### config.mk
export PLATFORM = sky130hd
export DESIGN_NAME = pulse_monitor
export DESIGN_NICKNAME = d
export VERILOG_FILES = /design/src/rtl/pulse_monitor.sv
export SDC_FILE = /design/constraint.sdc
export NUM_CORES = 1
export LEC_CHECK = 0
export ABC_AREA = 1
export BUFFER_PORTS_ARGS = -buffer_cell sky130_fd_sc_hd__buf_2
export CORE_MARGIN = 2
export CORE_UTILIZATION = 30
export DETAILED_ROUTE_END_ITERATION = 8
export PLACE_DENSITY = 0.46
export SLEW_MARGIN = 20
export SYNTH_ARGS = -nofsm -noshare
export SYNTH_HDL_FRONTEND = slang
export SYNTH_SLANG_ARGS = --single-unit
### constraint.sdc
create_clock -name clk -period 2.36 [get_ports clk]
set_clock_uncertainty 0.1 [all_clocks]
set_input_delay 0.354 -clock clk [delete_from_list [all_inputs] [get_ports clk]]
set_output_delay 0.354 -clock clk [all_outputs]
set_load 0.05 [all_outputs]
### src/rtl/pulse_monitor.sv
// pulse_monitor: receive-side checker for periodic single-cycle strobes.
// Detects rising edges on pulse_in, measures the interval between consecutive
// edges, locks after LOCK_CNT consecutive intervals equal to EXPECT, and flags
// an error when a locked stream arrives early or misses a pulse.
//
// Ports:
//   clk          - clock, all logic on posedge
//   rst          - synchronous active-high reset
//   en           - monitor enable; 0 holds all state
//   pulse_in     - strobe under test
//   locked       - registered; 1 while in LOCKED
//   err          - registered; one-cycle error strobe
//   period_valid - registered; one-cycle strobe when period is updated
//   period       - registered; last measured interval in clk cycles
module pulse_monitor #(
   parameter int unsigned EXPECT   = 4,
   parameter int unsigned LOCK_CNT = 3,
   parameter int unsigned TIMEOUT  = 16
) (
   input  logic       clk,
   input  logic       rst,
   input  logic       en,
   input  logic       pulse_in,
   output logic       locked,
   output logic       err,
   output logic       period_valid,
   output logic [7:0] period
);

   localparam int unsigned CW = 8;
   localparam int unsigned MW = 4;

   typedef enum logic [1:0] {
      IDLE    = 2'd0,
      MEASURE = 2'd1,
      LOCKED  = 2'd2
   } state_t;

   state_t          state, state_nxt;
   logic [CW-1:0]   cnt, cnt_nxt;
   logic [MW-1:0]   match, match_nxt, match_inc;
   logic            pulse_q;
   logic            locked_nxt, err_nxt, period_valid_nxt;
   logic [CW-1:0]   period_nxt;
   logic            rise;
   logic            at_expect;
   logic            at_timeout;

   // Qualified rising edge; an edge seen while disabled is lost.
   assign rise       = en & pulse_in & ~pulse_q;
   assign at_expect  = (cnt == CW'(EXPECT));
   assign at_timeout = (cnt == CW'(TIMEOUT));
   assign match_inc  = match + MW'(1);

   // State and output registers.
   always_ff @(posedge clk) begin
      if (rst) begin
         state        <= IDLE;
         cnt          <= '0;
         match        <= '0;
         pulse_q      <= 1'b0;
         locked       <= 1'b0;
         err          <= 1'b0;
         period_valid <= 1'b0;
         period       <= '0;
      end else begin
         pulse_q      <= pulse_in;
         state        <= state_nxt;
         cnt          <= cnt_nxt;
         match        <= match_nxt;
         locked       <= locked_nxt;
         err          <= err_nxt;
         period_valid <= period_valid_nxt;
         period       <= period_nxt;
      end
   end

   // Next-state, interval counter and output logic.
   always_comb begin
      state_nxt        = state;
      cnt_nxt          = cnt;
      match_nxt        = match;
      locked_nxt       = locked;
      period_nxt       = period;
      err_nxt          = 1'b0;
      period_valid_nxt = 1'b0;

      if (en) begin
         // Interval counter restarts at 1 on an edge and saturates at all-ones.
         if (rise) begin
            cnt_nxt = CW'(1);
         end else if (cnt != {CW{1'b1}}) begin
            cnt_nxt = cnt + CW'(1);
         end

         unique case (state)
            IDLE: begin
               if (rise) begin
                  match_nxt = '0;
                  state_nxt = MEASURE;
               end
            end

            MEASURE: begin
               if (rise) begin
                  period_nxt       = cnt;
                  period_valid_nxt = 1'b1;
                  if (at_expect) begin
                     match_nxt = match_inc;
                     if (match_inc == MW'(LOCK_CNT)) begin
                        state_nxt  = LOCKED;
                        locked_nxt = 1'b1;
                     end
                  end else begin
                     match_nxt = '0;
                  end
               end else if (at_timeout) begin
                  match_nxt = '0;
                  state_nxt = IDLE;
               end
            end

            LOCKED: begin
               // An edge takes priority, so early and missed errors never coincide.
               if (rise) begin
                  period_nxt       = cnt;
                  period_valid_nxt = 1'b1;
                  if (!at_expect) begin
                     err_nxt    = 1'b1;
                     locked_nxt = 1'b0;
                     match_nxt  = '0;
                     state_nxt  = MEASURE;
                  end
               end else if (at_expect) begin
                  // Missed pulse: cnt keeps running from the last good edge.
                  err_nxt    = 1'b1;
                  locked_nxt = 1'b0;
                  match_nxt  = '0;
                  state_nxt  = MEASURE;
               end
            end

            default: begin
               state_nxt  = IDLE;
               match_nxt  = '0;
               locked_nxt = 1'b0;
            end
         endcase
      end
   end

endmodule

==> flow_summary_export.csv <==
group,metric,value,unit
clock_tree,tritoncts,"yes",
floorplanning,die_area,0.00545,sq mm
power_and_ir_drop,ir_worst_vdd,0.266,mV
final_layout,final_nets,251,
setup_path,critPathKind,"reg -> reg",
clock_tree,cts_buffers,3,
setup_path,crit_path_end_kind,"flop",
final_layout,multiInputGateArea,837,sq um
global_route,grt_max_degree,19,
setup_path,arrival,2240,ps
clock_tree,cts-root-buf,"clkbuf_8",
route,post-route-drc-count,0,
yosys,synth-compound-area-share,9.91,%
timing,hold_viol,0,
final_layout,layout-drive-gt1-share,18.3,%
final_layout,final_common_cell,"nand2_1",
place,port_buffers,14,
global_route,gr-total-overflow,0,
clock_tree,cts_buffer_depth,2,
route,routed-via-count,1343,
global_route,grt_first_pass_wirelength,5840,um
clock_tree,clk_pin_slew,100,ps
yosys,synth_nets,231,
power_and_ir_drop,power.density,572,mW/mm^2
timing,grt_setup_unrepaired,"false",
floorplanning,design.core.area,0.00472,sq mm
yosys,postSynthCellCount,216,
floorplanning,start_util,31.0,%
timing,setup_viol,0,
timing,setup_tns,0,ps
yosys,mappedNetlistArea,0.00146,sq mm
final_layout,layout.area.seq,522,sq um
yosys,synth.area.top_cells,"dfxtp_1 (36%), nand2_1 (9.7%), ha_1 (9.4%)",
yosys,synth_top_family_by_area,"simple AND/OR/NAND/NOR gates",
yosys,synth_fa_ha_area_share,9.40,%
timing,drv_slew,0,
timing,min_period,2150,ps
route,drtPass1Iterations,4,
route,routed_wirelength,3400,um
clock_tree,h-tree-depth,1,
floorplanning,rows,25,
yosys,yosysUniqueCellTypes,22,
yosys,yosys.area_share.simple,34.0,%
global_route,antenna_found_initial,0,
global_route,grt_pass1_vias,1281,
place,gp_congestion,0.911,
run_status,status,"finished clean",
floorplanning,die_x,73.9,um
yosys,synth_top_area_share,35.6,%
route,ant_nets,0,
timing,worst_slew_pin_slew,349,ps
setup_path,required,2450,ps
final_layout,diodes,0,
final_layout,final_cell_mix,"nand2_1 (38), nor2_1 (33), dfxtp_1 (25)",
clock_tree,clkLatencyLatePin,280,ps
yosys,synth_area_per_cell,6.78,sq um
yosys,yosysWarningCount,0,
yosys,synth-seq-cells,26,
timing,slew_headroom,76.7,%
clock_tree,cts_hold_buf,0,
setup_path,critPathMaxFanout,6,
power_and_ir_drop,leakagePower,0.778,nW
yosys,synthMuxAreaShare,0,%
place,dp_hpwl,2560,um
final_layout,syn2layout_area_growth,18.4,%
yosys,synthXorXnorAreaFrac,1.79,%
route,wl_per_cell,11.3,um
global_route,grt.total_usage,13.6,%
final_layout,utilization,36.7,%
setup_path,critPathLaunchType,"flop",
yosys,synth_area_leader_cell,"dfxtp_1",
clock_tree,clock_sinks,26,
yosys,yosysSeqAreaShare,35.6,%
power_and_ir_drop,power,0.000991,W
floorplanning,ios,15,
route,drtIter0Drc,50,
timing,fmax,465,MHz
hold_path,hold_class,"in -> reg",
timing,fin_crit_sh,91.2,%
route,via_per_inst,4.45,
run,maxCapViolCount,0,
final_layout,fillers,511,
floorplanning,fp.dieH,73.9,um
-- worst paths after layout --
path              startpoint        end  slack (ps)  depth (start not counted)
hold / removal      pulse_in    pulse_q         200                          3
setup / recovery      cnt[0]   state[0]         210                         14
setup reg to reg      cnt[0]   state[0]         210                         14
hold reg to reg    period[3]  period[3]         360                          2
-- cells in the mapped netlist --
cell type,count
ha_1,11
xor2_1,2
nand2_1,38
or2_2,1
inv_1,24
clkbuf_1,3
o21ai_0,7
o21ai_1,1
inv_2,4
a21oi_2,1
a21oi_1,18
nor2_1,35
nand4_1,4
nor3_1,4
buf_2,4
a31oi_1,1
dfxtp_1,26
or2_0,1
nor2_4,2
nand3_1,25
nand2_2,3
xnor2_1,1
-- metal layers --
metal	part of all wire (%)	GRT usage (%)	vias up	routed length, um
li1	-	-	725	-
met1	49	16.9	601	1650
met2	48	23.6	15	1630
met3	2.6	3.02	2	89
met4	0.85	3.43	0	29
met5	0	0	-	0
-- logic make-up (layout without fill, tap and decap cells) --
family,count (synthesis),in the layout
buf+inv,35,54
compound gates,28,28
flops,26,26
fa+ha+maj,11,11
simple gates,113,113
xor+xnor,3,3
-- power breakdown --
group	switching [W]	leakage [nW]	internal (W)
sequential	0.0000225	0.211	0.000461
combinational	0.000135	0.537	0.0000739
clock	0.000149	0.0288	0.000149
total	0.000306	0.778	0.000684
-- repair_timing --
action                                  4_1_cts  5_1_grt
endpoints found under the setup margin        0        7
buffers inserted                              0        2
resized for setup                             0        8
-- sequential cells by signal, indices dropped and copies added (netlist names) --
signal	flops
cnt	8
period	8
match	4
state	2
err	1
locked	1
period_valid	1
pulse_q	1
-- metrics by stage --
stage | hold slack [ps] | worst slack, ps | cell area (sq um) | cells
after global placement | 349 | 156 | 1630 | 296
after global routing | 198 | 2.59 | 1730 | 302
after CTS | 197 | 73.0 | 1690 | 300
final | 203 | 209 | 1730 | 302
after detailed placement | 353 | 95.9 | 1630 | 296
after floorplan | 341 | 328 | 1460 | 216
-- cell type report --
cell class	instances	area share [%]
tap	67	4.84
inverter	28	6.07
sequential	26	30.1
multi-input combinational	155	48.3
timing repair buffer	22	7.51
clock buffer	4	3.18
-- worst max-delay path, cell delays in order, from the launching register on --
cell and delay, ps:
dfxtp_2 350, inv_1 80, ha_2 190, nand4_1 110
nor3_2 220, inv_1 90, ha_1 180, nand2_1 70
nand3_2 100, a21oi_4 190, nand2_4 90, nor2_2 110
nand3_1 70, nand2_1 70, nor2_1 40
Note: power is estimated with default switching activity, not from simulation.
